$ cat src/rtl/ring_arb_pkg.sv
// Shared types and default sizing for the ring arbiter slice.
// Default constants are used as parameter defaults by ring_arbiter and ring_ptr.
package ring_arb_pkg;

    localparam int N_DEFAULT        = 4;
    localparam int HOLD_MAX_DEFAULT = 15;

    typedef enum logic {
        IDLE  = 1'b0,
        GRANT = 1'b1
    } arb_state_t;

endpackage

$ cat src/rtl/ring_ptr.sv
// One-hot round-robin search pointer.
// On load it moves to the position just after the one-hot pos input, wrapping N-1 -> 0.
module ring_ptr
    import ring_arb_pkg::*;
#(
    parameter int N = N_DEFAULT
) (
    input  logic         clk,
    input  logic         reset,
    input  logic         load,
    input  logic [N-1:0] pos,
    output logic [N-1:0] ptr
);

    // NOTE: sequential state uses non-blocking (<=) so every register samples pre-edge values.
    always_ff @(posedge clk or negedge reset) begin
        if (!reset) begin
            ptr <= N'(1);
        end else if (load) begin
            ptr <= {pos[N-2:0], pos[N-1]};
        end
    end

endmodule

$ cat src/rtl/ring_arbiter.sv
// Round-robin arbiter: one registered one-hot grant, held until release, request drop,
// or HOLD_MAX cycles; the ring pointer then advances past the winner.
module ring_arbiter
    import ring_arb_pkg::*;
#(
    parameter int N        = N_DEFAULT,
    parameter int HOLD_MAX = HOLD_MAX_DEFAULT
) (
    input  logic                 clk,
    input  logic                 reset,
    input  logic [N-1:0]         req,
    input  logic [N-1:0]         rel,
    output logic [N-1:0]         grant,
    output logic                 grant_valid,
    output logic [$clog2(N)-1:0] grant_id,
    output logic [N-1:0]         ptr,
    output logic                 timeout
);

    localparam int IW = $clog2(N);
    localparam int SW = IW + 1;
    localparam int CW = $clog2(HOLD_MAX + 1);

    arb_state_t    state_q;
    arb_state_t    state_d;
    logic [N-1:0]  grant_d;
    logic [IW-1:0] gid_d;
    logic [CW-1:0] hold_q;
    logic [CW-1:0] hold_d;
    logic          timeout_d;
    logic          armed_q;
    logic          ptr_load;

    logic [IW-1:0] start_id;
    logic [SW-1:0] scan_sum;
    logic [IW-1:0] scan_id;
    logic [N-1:0]  pick;
    logic [IW-1:0] pick_id;
    logic          found;
    logic          exit_done;

    ring_ptr #(.N(N)) u_ring_ptr (
        .clk   (clk),
        .reset (reset),
        .load  (ptr_load),
        .pos   (grant),
        .ptr   (ptr)
    );

    always_comb begin
        start_id = '0;
        for (int i = 0; i < N; i++) begin
            if (ptr[i]) start_id = IW'(i);
        end
    end

    // Priority search starting at the pointer position, wrapping modulo N.
    always_comb begin
        // NOTE: every combinational output gets a default first so no path infers a latch.
        pick     = '0;
        pick_id  = '0;
        found    = 1'b0;
        scan_sum = '0;
        scan_id  = '0;
        for (int k = 0; k < N; k++) begin
            scan_sum = {1'b0, start_id} + SW'(k);
            if (scan_sum >= SW'(N)) scan_sum = scan_sum - SW'(N);
            scan_id = scan_sum[IW-1:0];
            if (!found && req[scan_id]) begin
                found         = 1'b1;
                pick[scan_id] = 1'b1;
                pick_id       = scan_id;
            end
        end
    end

    assign exit_done = rel[grant_id] || !req[grant_id];

    always_comb begin
        state_d   = state_q;
        grant_d   = grant;
        gid_d     = grant_id;
        hold_d    = hold_q;
        timeout_d = 1'b0;
        ptr_load  = 1'b0;
        unique case (state_q)
            IDLE: begin
                // armed_q holds off the first grant until one full edge after reset release.
                if (armed_q && found) begin
                    state_d = GRANT;
                    grant_d = pick;
                    gid_d   = pick_id;
                    hold_d  = CW'(1);
                end
            end
            GRANT: begin
                if (exit_done || hold_q == CW'(HOLD_MAX)) begin
                    state_d   = IDLE;
                    grant_d   = '0;
                    hold_d    = '0;
                    ptr_load  = 1'b1;
                    timeout_d = !exit_done;
                end else begin
                    hold_d = hold_q + CW'(1);
                end
            end
            default: begin
                state_d = IDLE;
                grant_d = '0;
                hold_d  = '0;
            end
        endcase
    end

    always_ff @(posedge clk or negedge reset) begin
        if (!reset) begin
            state_q     <= IDLE;
            grant       <= '0;
            grant_valid <= 1'b0;
            grant_id    <= '0;
            hold_q      <= '0;
            timeout     <= 1'b0;
            armed_q     <= 1'b0;
        end else begin
            state_q     <= state_d;
            grant       <= grant_d;
            grant_valid <= |grant_d;
            grant_id    <= gid_d;
            hold_q      <= hold_d;
            timeout     <= timeout_d;
            armed_q     <= 1'b1;
        end
    end

endmodule
$ cat config.mk
export PLATFORM = sky130hd
export DESIGN_NAME = ring_arbiter
export DESIGN_NICKNAME = d
export VERILOG_FILES = /design/src/rtl/ring_arb_pkg.sv /design/src/rtl/ring_ptr.sv /design/src/rtl/ring_arbiter.sv
export SDC_FILE = /design/constraint.sdc
export NUM_CORES = 1
export LEC_CHECK = 0
export ABC_CLOCK_PERIOD_IN_PS = 2600
export CAP_MARGIN = 15
export CORE_ASPECT_RATIO = 1.5
export CORE_MARGIN = 2
export CORE_UTILIZATION = 50
export CTS_BUF_LIST = sky130_fd_sc_hd__clkbuf_4 sky130_fd_sc_hd__clkbuf_8
export CTS_CLUSTER_SIZE = 10
export DETAILED_ROUTE_END_ITERATION = 6
export MAX_ROUTING_LAYER = met4
export PLACE_DENSITY = 0.78
export SLEW_MARGIN = 40
export SYNTH_ARGS = -nofsm -noshare
export SYNTH_HDL_FRONTEND = slang
export SYNTH_SLANG_ARGS = --single-unit
$ cat constraint.sdc
create_clock -name clk -period 2.6 [get_ports clk]
set_input_delay 0.39 -clock clk [delete_from_list [all_inputs] [get_ports clk]]
set_output_delay 0.39 -clock clk [all_outputs]
set_load 0.02 [all_outputs]
==> After elaboration in Yosys (flattened, before gate mapping) <==
Index checks and enable logic that the tools add are counted.
Widths: inputs -> output; s select.
{ "totals": {"register_bits": 18, "rom_bits": 0, "mem_count": 0, "ramBits": 0, "latch_bits": 0} }
{ "classes": {"order_cmp": 13, "div_mod_pow": 0, "add_sub_neg": 8, "mux": 52, "bitwise_logic": 4, "n_reduce_logical": 17, "eq_ne": 2, "n_mul": 0, "shift": 0} }
{ "ops": {"columns": ["op", "count"], "rows": [
  ["$mux 4", 8],
  ["$mux 1", 21],
  ["$mux 2", 10],
  ["$pmux 4 s2", 2],
  ["$lt 2x3->1 const B", 5],
  ["$bmux 1 s2", 6],
  ["$or 4x4->4", 3],
  ["$ge 3x3->1 const B", 3],
  ["$demux 1 s2", 4],
  ["$ge 2x1->1 const B", 4],
  ["$logic_and 1x1->1", 8],
  ["$sub 2x1->2 const B", 4],
  ["$add 2x2->3 const B", 2],
  ["$logic_not 1->1", 5],
  ["$add 4x1->4 const B", 1],
  ["$eq 4x4->1 const B", 1],
  ["$reduce_or 4->1", 1],
  ["$add 2x1->3 const B", 1],
  ["$ge 2x3->1 const B", 1],
  ["$logic_or 1x1->1", 2],
  ["$ne 2x2->1 const B", 1],
  ["$pmux 1 s2", 1],
  ["$reduce_and 2->1", 1],
  ["$not 1->1", 1]
]} }

==> Logic depth before layout (Yosys ltp) <==
Gate-level depths: netlist of run 1.
{ "depth": {"word_depth": 21, "ltp_mapped": 10} }

==> Hierarchy <==
Synthesis of run 1 repeated with hierarchy kept, for this count alone.
{ "hier_totals": {"hier_cells": 132, "hier_area_um2": 1296.2} }
{ "modules_own_cells": {"columns": ["mod", "instances", "cells_per_inst", "area_each_um2", "seq_area_each_um2"], "rows": [
  ["ring_arbiter", 1, 124, 1149.9, 350.3],
  ["ring_ptr", 1, 8, 146.4, 101.3]
]} }

==> Least setup slack after synthesis of run 1 <==
Ideal clock, no wire load.
{ "synth_timing": {"path_type": "flip-flop to flip-flop", "startpoint": "register u_ring_ptr.ptr[2]", "endpoint": "register grant_valid", "path_stages_with_launch": 10, "arrival_ns": 2.568, "setup_ns": 0.139, "t_required_ns": 2.461, "synth_period_minus_slack_ns": 2.707, "slack_ns": -0.107, "n_path_buf": 1, "path_cell_list": "dfrtp_1 or2_1 buf_4 ha_1 or2b_1 a211oi_1 o21bai_1 o2111ai_1 a32o_2 or4_1"} }
{ "synth_between": {"elab_chain_cells": 20, "word_cells_on_any_way": 66, "classes_between": "add/sub (7); order compare (12); mux (32); bitwise (3); reduce/logical (12)"} }
{ "synth_lines": {"columns": ["item", "line", "source"], "rows": [
  ["from (decl)", "ring_ptr.sv:12", "output logic [N-1:0] ptr"],
  ["from (signal assigned)", "ring_ptr.sv:20", "ptr <= {pos[N-2:0], pos[N-1]};"],
  ["$mux 2 (*) (2 in a row)", "ring_arbiter.sv:53", "if (ptr[i]) start_id = IW'(i);"],
  ["branches (longest 15 deep; another with $add 2x1->3)", null, null],
  ["$mux 4 (*)", "ring_arbiter.sv:89", "if (armed_q && found) begin"],
  ["$pmux 4 s2 (*)", "ring_arbiter.sv:86", "unique case (state_q)"],
  ["via grant_d[1]", "ring_arbiter.sv:26", "logic [N-1:0] grant_d;"],
  ["$reduce_or 4->1 (*)", "ring_arbiter.sv:127", "grant_valid <= |grant_d;"],
  ["to (signal assigned)", "ring_arbiter.sv:127", null],
  ["to (decl)", "ring_arbiter.sv:14", "output logic grant_valid,"]
]} }
Mark *: on every way through the listed nets, which the timed path passes. The select of a mux whose other input is x is not followed.
A chain may end at the register's enable or synchronous reset.

==> Final worst setup path of run 1 <==
Same ends and word-level chain as after synthesis.

==> results of run 1 <==
[stage by stage]
step	setup slack (ns)	std cells	utilization [%]	setup TNS, ns
final	0.06513	220	68.80	0
after global routing	0.01221	220	68.80	0
after CTS	0.02287	220	68.32	0
after detailed placement	-0.1428	216	66.32	-0.1428
after global placement	-0.08887	216	66.32	-0.08887
after floorplan	0.01214	144	-	0
[path summary, 6_finish.rpt]
path / slack [ns] / startpoint / cells after the start / end
max: 0.07 / u_ring_ptr.ptr[2] / 8 / grant_valid
min in group clk: 0.51 / grant[1] / 2 / u_ring_ptr.ptr[2]
max reg2reg: 0.07 / u_ring_ptr.ptr[2] / 8 / grant_valid
max in group asynchronous: 2.23 / reset / 1 / u_ring_ptr.ptr[0]
min: 0.05 / reset / 1 / state_q
min reg2reg: 0.51 / grant[1] / 2 / u_ring_ptr.ptr[2]
[cell type report]
cell class / count / area (sq um)
repair buffers: 40 / 347.8
fillers: 205 / 817.0
multi-input cells: 108 / 857.1
clock buffers: 4 / 48.80
inverters: 13 / 48.80
well taps: 37 / 46.29
flip-flops and latches: 18 / 452.9
[state kept, by name, summed over array words and instances, names as in the netlist]
register	count
grant	4
u_ring_ptr.ptr	4
grant_valid	1
grant_id	2
timeout	1
hold_q	4
armed_q	1
state_q	1
[repair_timing]
action                                  4_1_cts  5_1_grt
endpoints found under the hold margin         0        0
pin swaps                                     0        2
gates resized for setup                       1        5
endpoints found under the setup margin        1        1
[metal layers]
layer / vias up / track usage [%]
met2: 54 / 45.14
met1: 599 / 28.52
li1: 614 / -
met4: 0 / 10.00
met5: - / -
met3: 6 / 2.674
[cell usage after synthesis, types with 2 or more instances]
master      n
nor2b_1     6
o21ai_0    10
inv_2       2
o211ai_1    3
a31oi_1     4
nand3_1     4
inv_1      11
a32o_1      2
a21oi_1     8
buf_2       2
nand2_1    12
mux2i_1     2
mux4_2      2
a32o_2      2
ha_1        7
mux2_2      2
nor2_1     10
o211a_1     2
o2111ai_1   4
nand2b_1    2
a211o_1     3
o22ai_1     2
dfrtp_1    17
[cells by family (layout without fill, tap and decap cells)]
family / after synthesis / in the layout / synth area share (%)
AO/OA/AOI/OAI: 49 / 49 / 28.37
adder cells (fa/ha/maj): 7 / 7 / 6.469
buffers and inverters: 18 / 57 / 6.008
flip-flops: 18 / 18 / 33.36
multiplexers: 7 / 7 / 8.410
other: 1 / 1 / 0.2770
AND/OR/NAND/NOR: 44 / 44 / 17.10
[worst max-delay path, cell delays in order, from the launching register on]
cell and delay [ns]:
dfrtp_2 0.41, or2_4 0.27, ha_4 0.31, or2b_1 0.13, a211oi_2 0.09, o21bai_2 0.26, o2111ai_2 0.13, a32o_2 0.29
or4_4 0.51
[report_power, final]
group / leakage, nW / internal (mW) / switching, mW
Clock: 0.0262 / 0.119 / 0.0876
Combinational: 0.535 / 0.679 / 0.731
Sequential: 0.228 / 0.373 / 0.0747
Total: 0.789 / 1.17 / 0.893
==> flow_metrics.py, run 1 <==
metrics = {
    "outcome": {
        "status": "finished, final reports clean",
    },
    "setup_path": {
        "cp_max_fo": 8,
        "startpoint_type": "flop",
        "crit_arrival_ns": 2.65,
        "crit_type": "flop to flop",
        "end_kind": "flop",
        "required_ns": 2.72,
    },
    "job": {
        "cap_violations": 0,
    },
    "cells_and_area": {
        "drive_above_1_share_pct": 25.68,
        "final_cell_mix": "clkdlybuf4s50_1 (20), buf_4 (19), dfrtp_1 (16)",
        "antenna_cells": 0,
        "syn_to_final_growth_pct": 33.09,
        "nets": 201,
        "final_cell_area_sq_um": 1802,
        "layout_commonest_cell": "clkdlybuf4s50_1",
    },
    "pwr": {
        "power_density_nw_per_um2": 1146,
        "p_leak_nw": 0.7887,
        "ir_drop_uv": 659.7,
        "power_mw": 2.064,
    },
    "clock_tree": {
        "cts_tree": "yes",
        "cts_hold_buf": 0,
        "clockBufferDepth": 2,
        "cts_root_buffer": "clkbuf_8",
        "clkTransAtPathRegs_ns": 0.07,
        "cts.sinks": 18,
        "cts_setup_buffers": 0,
        "numCtsBuffers": 3,
        "h-tree-depth": 1,
        "clock_latency_ns": 0.25,
    },
    "synthesis": {
        "yosys.cell_types.count": 48,
        "synthCells": 144,
        "yosysTopAreaCellShare_pct": 31.42,
        "ys_warn_count": 0,
        "postSynthAreaPerCell_sq_um": 9.401,
        "async_flop_share_pct": 100.0,
        "syn_area_sq_um": 1354,
        "synth-edff-count": 0,
        "yosys.area.top_type": "dfrtp_1",
        "syn_nets": 161,
        "synthFlopType": "dfrtp_1",
        "synth-seq-cells": 18,
        "synth_seq_area_share_pct": 33.36,
        "yosys-top-cells-area": "dfrtp_1 (31%), ha_1 (6.5%), o21ai_0 (3.7%)",
    },
    "floorplan": {
        "fp.dieW_microns": 46.49,
        "rows": 23,
        "die_area_sq_um": 3148,
        "start_util_pct": 51.70,
        "io-pin-count": 22,
        "core_sq_um": 2619,
        "fp.dieH_microns": 67.73,
    },
    "sta": {
        "skew_ns": 0.009503,
        "timing.hold.ws_ns": 0.04571,
        "worst_pin_slew_ns": 0.4842,
        "rsz0062_at_grt": "no",
        "slew_headroom_pct": 66.79,
        "period_share_pct": 97.50,
        "finalCriticalPeriod_ns": 2.535,
        "max_freq_ghz": 0.3945,
        "setup_viol": 0,
        "finalHoldViolations": 0,
        "drv_slew": 0,
    },
    "hold_path": {
        "worstHoldPathType": "input pin to asynchronous set/reset pin",
    },
    "route": {
        "met2_length_microns": 1988,
        "wl_per_cell_microns": 16.12,
        "vias_per_cell": 5.786,
        "met1_length_microns": 1366,
        "top_layer": "met4",
        "drc_errors": 0,
        "ant_nets": 0,
        "vias": 1273,
        "drtIter0Drc": 58,
        "wl_microns": 3546,
        "first_pass_iters": 4,
        "wl_met3_microns": 131,
    },
    "grt": {
        "grt_max_degree": 19,
        "grt_pass1_wl_microns": 5789,
        "grt_pass1_vias": 1276,
        "grt_overflow": 0,
        "antenna_found_initial": 0,
        "gr-usage-all-layers_pct": 25.65,
    },
    "place": {
        "placed_area_sq_um": 1737,
        "gp_congestion": 0.8405,
        "port-buffer-count": 21,
        "place_hpwl_microns": 2855,
    },
}
Note: power is estimated with default switching activity, not from simulation.
==> run 2, diff against run 1 <==
ABC_CLOCK_PERIOD_IN_PS = 2500   (was 2600)
CORE_UTILIZATION = 55   (was 50)
PLACE_DENSITY = 0.82   (was 0.78)
clock period = 2.5 ns   (was 2.6 ns; I/O delays follow)
==> run 2 against run 1 <==
Compared with the run above: the run now ends with negative hold slack, negative setup slack left; clock power fell by 19%; critical path depth shrank 1; flip-flop and latch count unchanged; core utilization up 11 points; cell area is 5.9% higher; total power grew 12%.
==> flow_metrics.py, run 2 (same netlist as run 1, synthesis figures left out) <==
metrics = {
    "sta": {
        "finalHoldViolations": 5,
        "rsz0062_at_grt": "yes",
        "worst_slack_ns": -0.03158,
        "max_freq_ghz": 0.3950,
        "setup_tns_ns": -0.03158,
        "timing.hold.ws_ns": -0.001548,
        "period_share_pct": 101.3,
        "finalCriticalPeriod_ns": 2.532,
        "skew_ns": 0.003938,
        "setup_viol": 1,
        "drv_slew": 0,
    },
    "pwr": {
        "pwr-share-comb_pct": 72.4,
        "p_leak_nw": 0.8319,
        "switching_power_mw": 1.007,
        "power_mw": 2.319,
        "clockPowerShare_pct": 7.3,
        "ir_drop_uv": 874.3,
        "intPower_mw": 1.312,
        "power.share.sequential_pct": 20.4,
        "switching_share_pct": 43.42,
        "power_density_nw_per_um2": 1215,
    },
    "setup_path": {
        "slowest_stage": "mux4_2",
        "crit_arrival_ns": 2.69,
        "crit_type": "input pin to flop",
        "startpoint_type": "input pin",
        "rrSetupSlack_ns": 0.03,
        "r2r-end": "grant_valid",
        "cp_cell_sequence": "clkdlybuf4s50_1 > nor2b_4 > mux4_2 > a21boi_4 > o21ba_4 > a32o_2 > or4_1",
        "end_kind": "flop",
        "cp_max_fo": 5,
        "worst-path-buf-inv": 1,
        "r2r-start": "u_ring_ptr.ptr[2]",
        "r2r_cells": 7,
        "max_stage_delay_ns": 0.52,
        "required_ns": 2.65,
        "cp_top_family": "simple AND/OR/NAND/NOR gates",
    },
    "clock_tree": {
        "cts_hold_buf": 0,
        "clockBufferDepth": 2,
        "cts_tree": "yes",
        "clock_latency_ns": 0.28,
        "h-tree-depth": 1,
        "cts.sinks": 18,
        "cts_root_buffer": "clkbuf_4",
        "numCtsBuffers": 3,
        "clkTransAtPathRegs_ns": 0.10,
    },
    "floorplan": {
        "io-pin-count": 22,
        "fp.dieW_microns": 44.51,
        "rows": 22,
        "core_sq_um": 2395,
        "fp.dieH_microns": 64.76,
        "start_util_pct": 56.53,
        "die_area_sq_um": 2882,
    },
    "cells_and_area": {
        "antenna_cells": 0,
        "nets": 209,
        "layout_commonest_cell": "buf_4",
        "final_cell_mix": "buf_4 (26), clkdlybuf4s50_1 (20), dfrtp_1 (15)",
        "drive_above_1_share_pct": 34.03,
        "largestRegisters": "grant x4, hold_q x4, u_ring_ptr.ptr x4",
        "syn_to_final_growth_pct": 40.94,
    },
    "route": {
        "wl_per_cell_microns": 18.07,
        "first_pass_iters": 6,
        "wl_microns": 3886,
        "ant_nets": 0,
        "vias_per_cell": 6.307,
        "vias": 1356,
        "drc_errors": 0,
        "drtIter0Drc": 28,
    },
    "grt": {
        "grt_pass1_wl_microns": 6051,
        "grt_overflow": 0,
        "antenna_found_initial": 0,
        "grt_pass1_vias": 1360,
        "gr-usage-all-layers_pct": 28.23,
        "grt_max_degree": 19,
    },
    "job": {
        "cap_violations": 0,
    },
    "place": {
        "port-buffer-count": 21,
        "place_hpwl_microns": 2907,
        "gp_congestion": 0.9047,
    },
    "outcome": {
        "status": "complete, but fails checks",
        "violations": "negative hold slack, negative setup slack",
    },
    "hold_path": {
        "worstHoldPathType": "input pin to asynchronous set/reset pin",
    },
}
## run 2: repair_timing
action,CTS,global route
setup endpoints to repair,1,1
setup buffers,0,3
pin swaps,1,12
gates resized for setup,3,14
## run 2: metrics by stage
stage	setup WS [ns]	cells	cell area, sq um	hold WS [ns]	util, %
after global routing	-0.04735	215	1908	0.02320	79.68
after CTS	0.0003091	213	1831	0.5280	76.44
after floorplan	-0.06009	144	1390	0.07941	-
after global placement	-0.2141	209	1782	0.5048	74.40
final	-0.03158	215	1908	-0.001548	79.68
after detailed placement	-0.2489	209	1782	0.5079	74.40
## run 2: area by class of cell
type / count / area [sq um]
Tap cell: 24 / 30.03
Fill cell: 151 / 486.7
Sequential cell: 18 / 454.2
Clock buffer: 4 / 36.28
Timing Repair Buffer: 48 / 411.6
Inverter: 13 / 51.30
Multi-Input combinational cell: 108 / 924.6
## run 2: how the worst max path moves through the flow
stage / from / endpoint / slack, ns / cells after the start
global route: req[3] / grant_valid / -0.05 / 7
detailed placement: req[3] / grant_valid / -0.25 / 7
floorplan: u_ring_ptr.ptr[2] / grant_valid / -0.06 / 9
global placement: req[3] / grant_valid / -0.21 / 7
CTS: u_ring_ptr.ptr[3] / grant_valid / 0.0003 / 8
finish: req[3] / grant_valid / -0.03 / 7
## run 2: layer usage
| metal | vias to the layer above | share of wire, % | track usage (%) | routed length (microns) |
|---|---|---|---|---|
| li1 | 630 | - | - | - |
| met1 | 669 | 38 | 31.03 | 1481 |
| met2 | 40 | 55 | 50.54 | 2143 |
| met3 | 17 | 3.4 | 2.507 | 132 |
| met4 | 0 | 3.3 | 10.61 | 129 |
| met5 | - | 0 | - | 0 |
## run 2: power by group through the flow
stage | Sequential, mW | Combinational (mW) | Clock, mW
after CTS | 0.472 | 1.51 | 0.175
final | 0.472 | 1.68 | 0.168
after global placement | 0.470 | 1.44 | 0
after floorplan | 0.537 | 0.871 | 0
after detailed placement | 0.475 | 1.47 | 0
after global routing | 0.484 | 1.80 | 0.186
==> run 3, diff against run 2 <==
ABC_AREA = 1   (was unset)
CAP_MARGIN = unset   (was 15)
==> run 3 against run 2 <==
Compared with the run above: the flow finishes with violations (negative hold slack); critical path type is now flop to flop; combinational power about the same; critical path depth up 8; hold slack worse by 0.0013 ns; final cell count up 0.93%; highest routed layer unchanged; setup slack better by 0.36 ns; via count down 8.8%; core utilization down 8.8 points.
==> flow_metrics.py, run 3 <==
metrics = {
    "sta": {
        "finalCriticalPeriod_ns": 2.175,
        "drv_slew": 0,
        "max_freq_ghz": 0.4598,
        "setup_tns_ns": 0,
        "skew_ns": 0.006920,
        "timing.hold.ws_ns": -0.002867,
        "finalHoldViolations": 9,
        "setup_viol": 0,
        "period_share_pct": 86.99,
        "rsz0062_at_grt": "no",
    },
    "place": {
        "placed_area_sq_um": 1551,
        "gp_congestion": 1.014,
        "port-buffer-count": 21,
        "place_hpwl_microns": 2492,
        "dp_cells": 213,
    },
    "floorplan": {
        "fp.dieH_microns": 63.66,
        "fp.dieW_microns": 43.77,
        "die_area_sq_um": 2786,
        "start_util_pct": 58.43,
        "core_sq_um": 2233,
        "rows": 21,
        "io-pin-count": 22,
    },
    "grt": {
        "gr-usage-all-layers_pct": 24.32,
        "grt_overflow": 0,
        "grt_pass1_vias": 1227,
        "grt_max_degree": 19,
        "antenna_found_initial": 0,
        "grt_pass1_wl_microns": 5168,
    },
    "synthesis": {
        "yosys-top-cells-area": "dfrtp_1 (33%), nand3_1 (12%), nand2_1 (11%)",
        "synth-seq-cells": 18,
        "yosysMostFrequentCell": "nand2_1",
        "synth_seq_area_share_pct": 34.61,
        "yosysTopAreaCellShare_pct": 32.60,
        "syn_area_sq_um": 1305,
        "synthFlopType": "dfrtp_1",
        "synth-edff-count": 0,
        "synth_common_cells": "nand2_1 (37), nand3_1 (31), dfrtp_1 (17), inv_1 (17), nor2_1 (8)",
        "postSynthAreaPerCell_sq_um": 7.768,
        "syn_nets": 185,
        "synthCells": 168,
        "async_flop_share_pct": 100.0,
        "yosys.cell_types.count": 28,
        "ys_warn_count": 0,
        "yosys.area.top_type": "dfrtp_1",
    },
    "pwr": {
        "ir_drop_uv": 813.3,
        "power_mw": 2.356,
        "p_leak_nw": 0.7867,
        "power_density_nw_per_um2": 1488,
    },
    "clock_tree": {
        "cts_root_buffer": "clkbuf_4",
        "clkTransAtPathRegs_ns": 0.10,
        "h-tree-depth": 1,
        "cts_setup_buffers": 0,
        "cts_hold_buf": 0,
        "numCtsBuffers": 3,
        "clockBufferDepth": 2,
        "cts_tree": "yes",
        "cts.sinks": 18,
        "clock_latency_ns": 0.28,
        "ctsResizeCount": 0,
    },
    "cells_and_area": {
        "antenna_cells": 0,
        "largestRegisters": "grant x4, hold_q x4, u_ring_ptr.ptr x4",
        "finalNonFillerCells": 217,
        "syn_to_final_growth_pct": 21.28,
        "final_cell_mix": "nand2_1 (37), nand3_1 (31), clkdlybuf4s50_1 (20)",
        "nets": 212,
        "final_cell_area_sq_um": 1583,
        "drive_above_1_share_pct": 16.49,
        "layout_commonest_cell": "nand2_1",
    },
    "route": {
        "wl_per_cell_microns": 14.08,
        "vias_per_cell": 5.700,
        "wl_microns": 3055,
        "drc_errors": 0,
        "drtIter0Drc": 41,
        "first_pass_iters": 4,
        "ant_nets": 0,
        "vias": 1237,
    },
    "setup_path": {
        "end_kind": "flop",
        "slowest_stage": "dfrtp_1",
        "required_ns": 2.68,
        "startpoint_type": "flop",
        "cp_max_fo": 10,
        "max_stage_delay_ns": 0.42,
        "crit_arrival_ns": 2.35,
        "crit_type": "flop to flop",
        "cp_cell_sequence": "inv_2 > nand2_4 > nand2_8 > ha_1 > inv_1 > nand2_2 > nand2_4 > nor2_8 > nand3_4 > nand3_4 > inv_6 > nand2_1 > nand2_2 > nor2_1 > nand2_1",
    },
    "job": {
        "cap_violations": 0,
    },
    "outcome": {
        "status": "complete, but fails checks",
        "violations": "negative hold slack",
    },
    "hold_path": {
        "worstHoldPathType": "input pin to asynchronous set/reset pin",
    },
}
## run 3: through the flow
stage          hold WS (ns)  setup slack [ns]  util [%]
2_1_floorplan       0.07941            0.3024         -
3_3_place_gp         0.5395            0.2944     69.47
3_5_place_dp         0.5381            0.3181     69.47
4_1_cts              0.5640            0.3340     71.09
5_1_grt             0.02853            0.1292     70.87
6_report          -0.002867            0.3251     70.87
## run 3: final timing paths
check | slack (ns) | from | endpoint | depth (start not counted)
max reg2reg | 0.33 | u_ring_ptr.ptr[2] | grant_valid | 15
max in group asynchronous | 2.18 | reset | u_ring_ptr.ptr[0] | 1
max | 0.33 | u_ring_ptr.ptr[2] | grant_valid | 15
min | -0.003 | reset | hold_q[3] | 1
min reg2reg | 0.56 | grant[3] | u_ring_ptr.ptr[0] | 1
min in group clk | 0.56 | grant[3] | u_ring_ptr.ptr[0] | 1
## run 3: logic make-up (layout without fill, tap and decap cells)
| logic type | count (synthesis) | after routing | synth area share (%) |
|---|---|---|---|
| simple gates | 101 | 101 | 42.47 |
| buf+inv | 22 | 48 | 6.711 |
| flops | 18 | 18 | 34.61 |
| compound gates | 16 | 16 | 6.808 |
| fa+ha+maj | 7 | 7 | 6.711 |
| mux | 2 | 2 | 1.726 |
| other cells | 1 | 1 | 0.2874 |
| xor+xnor | 1 | 1 | 0.6713 |
## run 3: worst max-delay path, delay by kind of cell, from the launching register on
| family | cells | cell delay [ns] |
|---|---|---|
| flops | 1 | 0.42 |
| simple gates | 11 | 1.07 |
| fa+ha+maj | 1 | 0.35 |
| buf+inv | 3 | 0.23 |
## run 3: cell type report
type	instances	area, sq um
Tap cell	23	28.78
Sequential cell	18	451.7
Multi-Input combinational cell	128	765.7
Timing Repair Buffer	22	212.7
Clock buffer	4	36.28
Fill cell	189	650.6
Inverter	22	87.58
## run 3: power by group
group          internal [mW]  total, mW  leakage, nW  switching [mW]
Combinational          0.589       1.69        0.537            1.10
Clock                 0.0885      0.171       0.0210          0.0826
Sequential             0.395      0.491        0.229          0.0960
Total                   1.07       2.36        0.787            1.28
## run 3: per-layer routing
metal	wire [microns]	part of all wire, %	GRT usage, %
met1	1202	39	27.17
met2	1631	53	43.75
met3	117	3.8	2.006
met4	103	3.4	7.955
met5	0	0	-
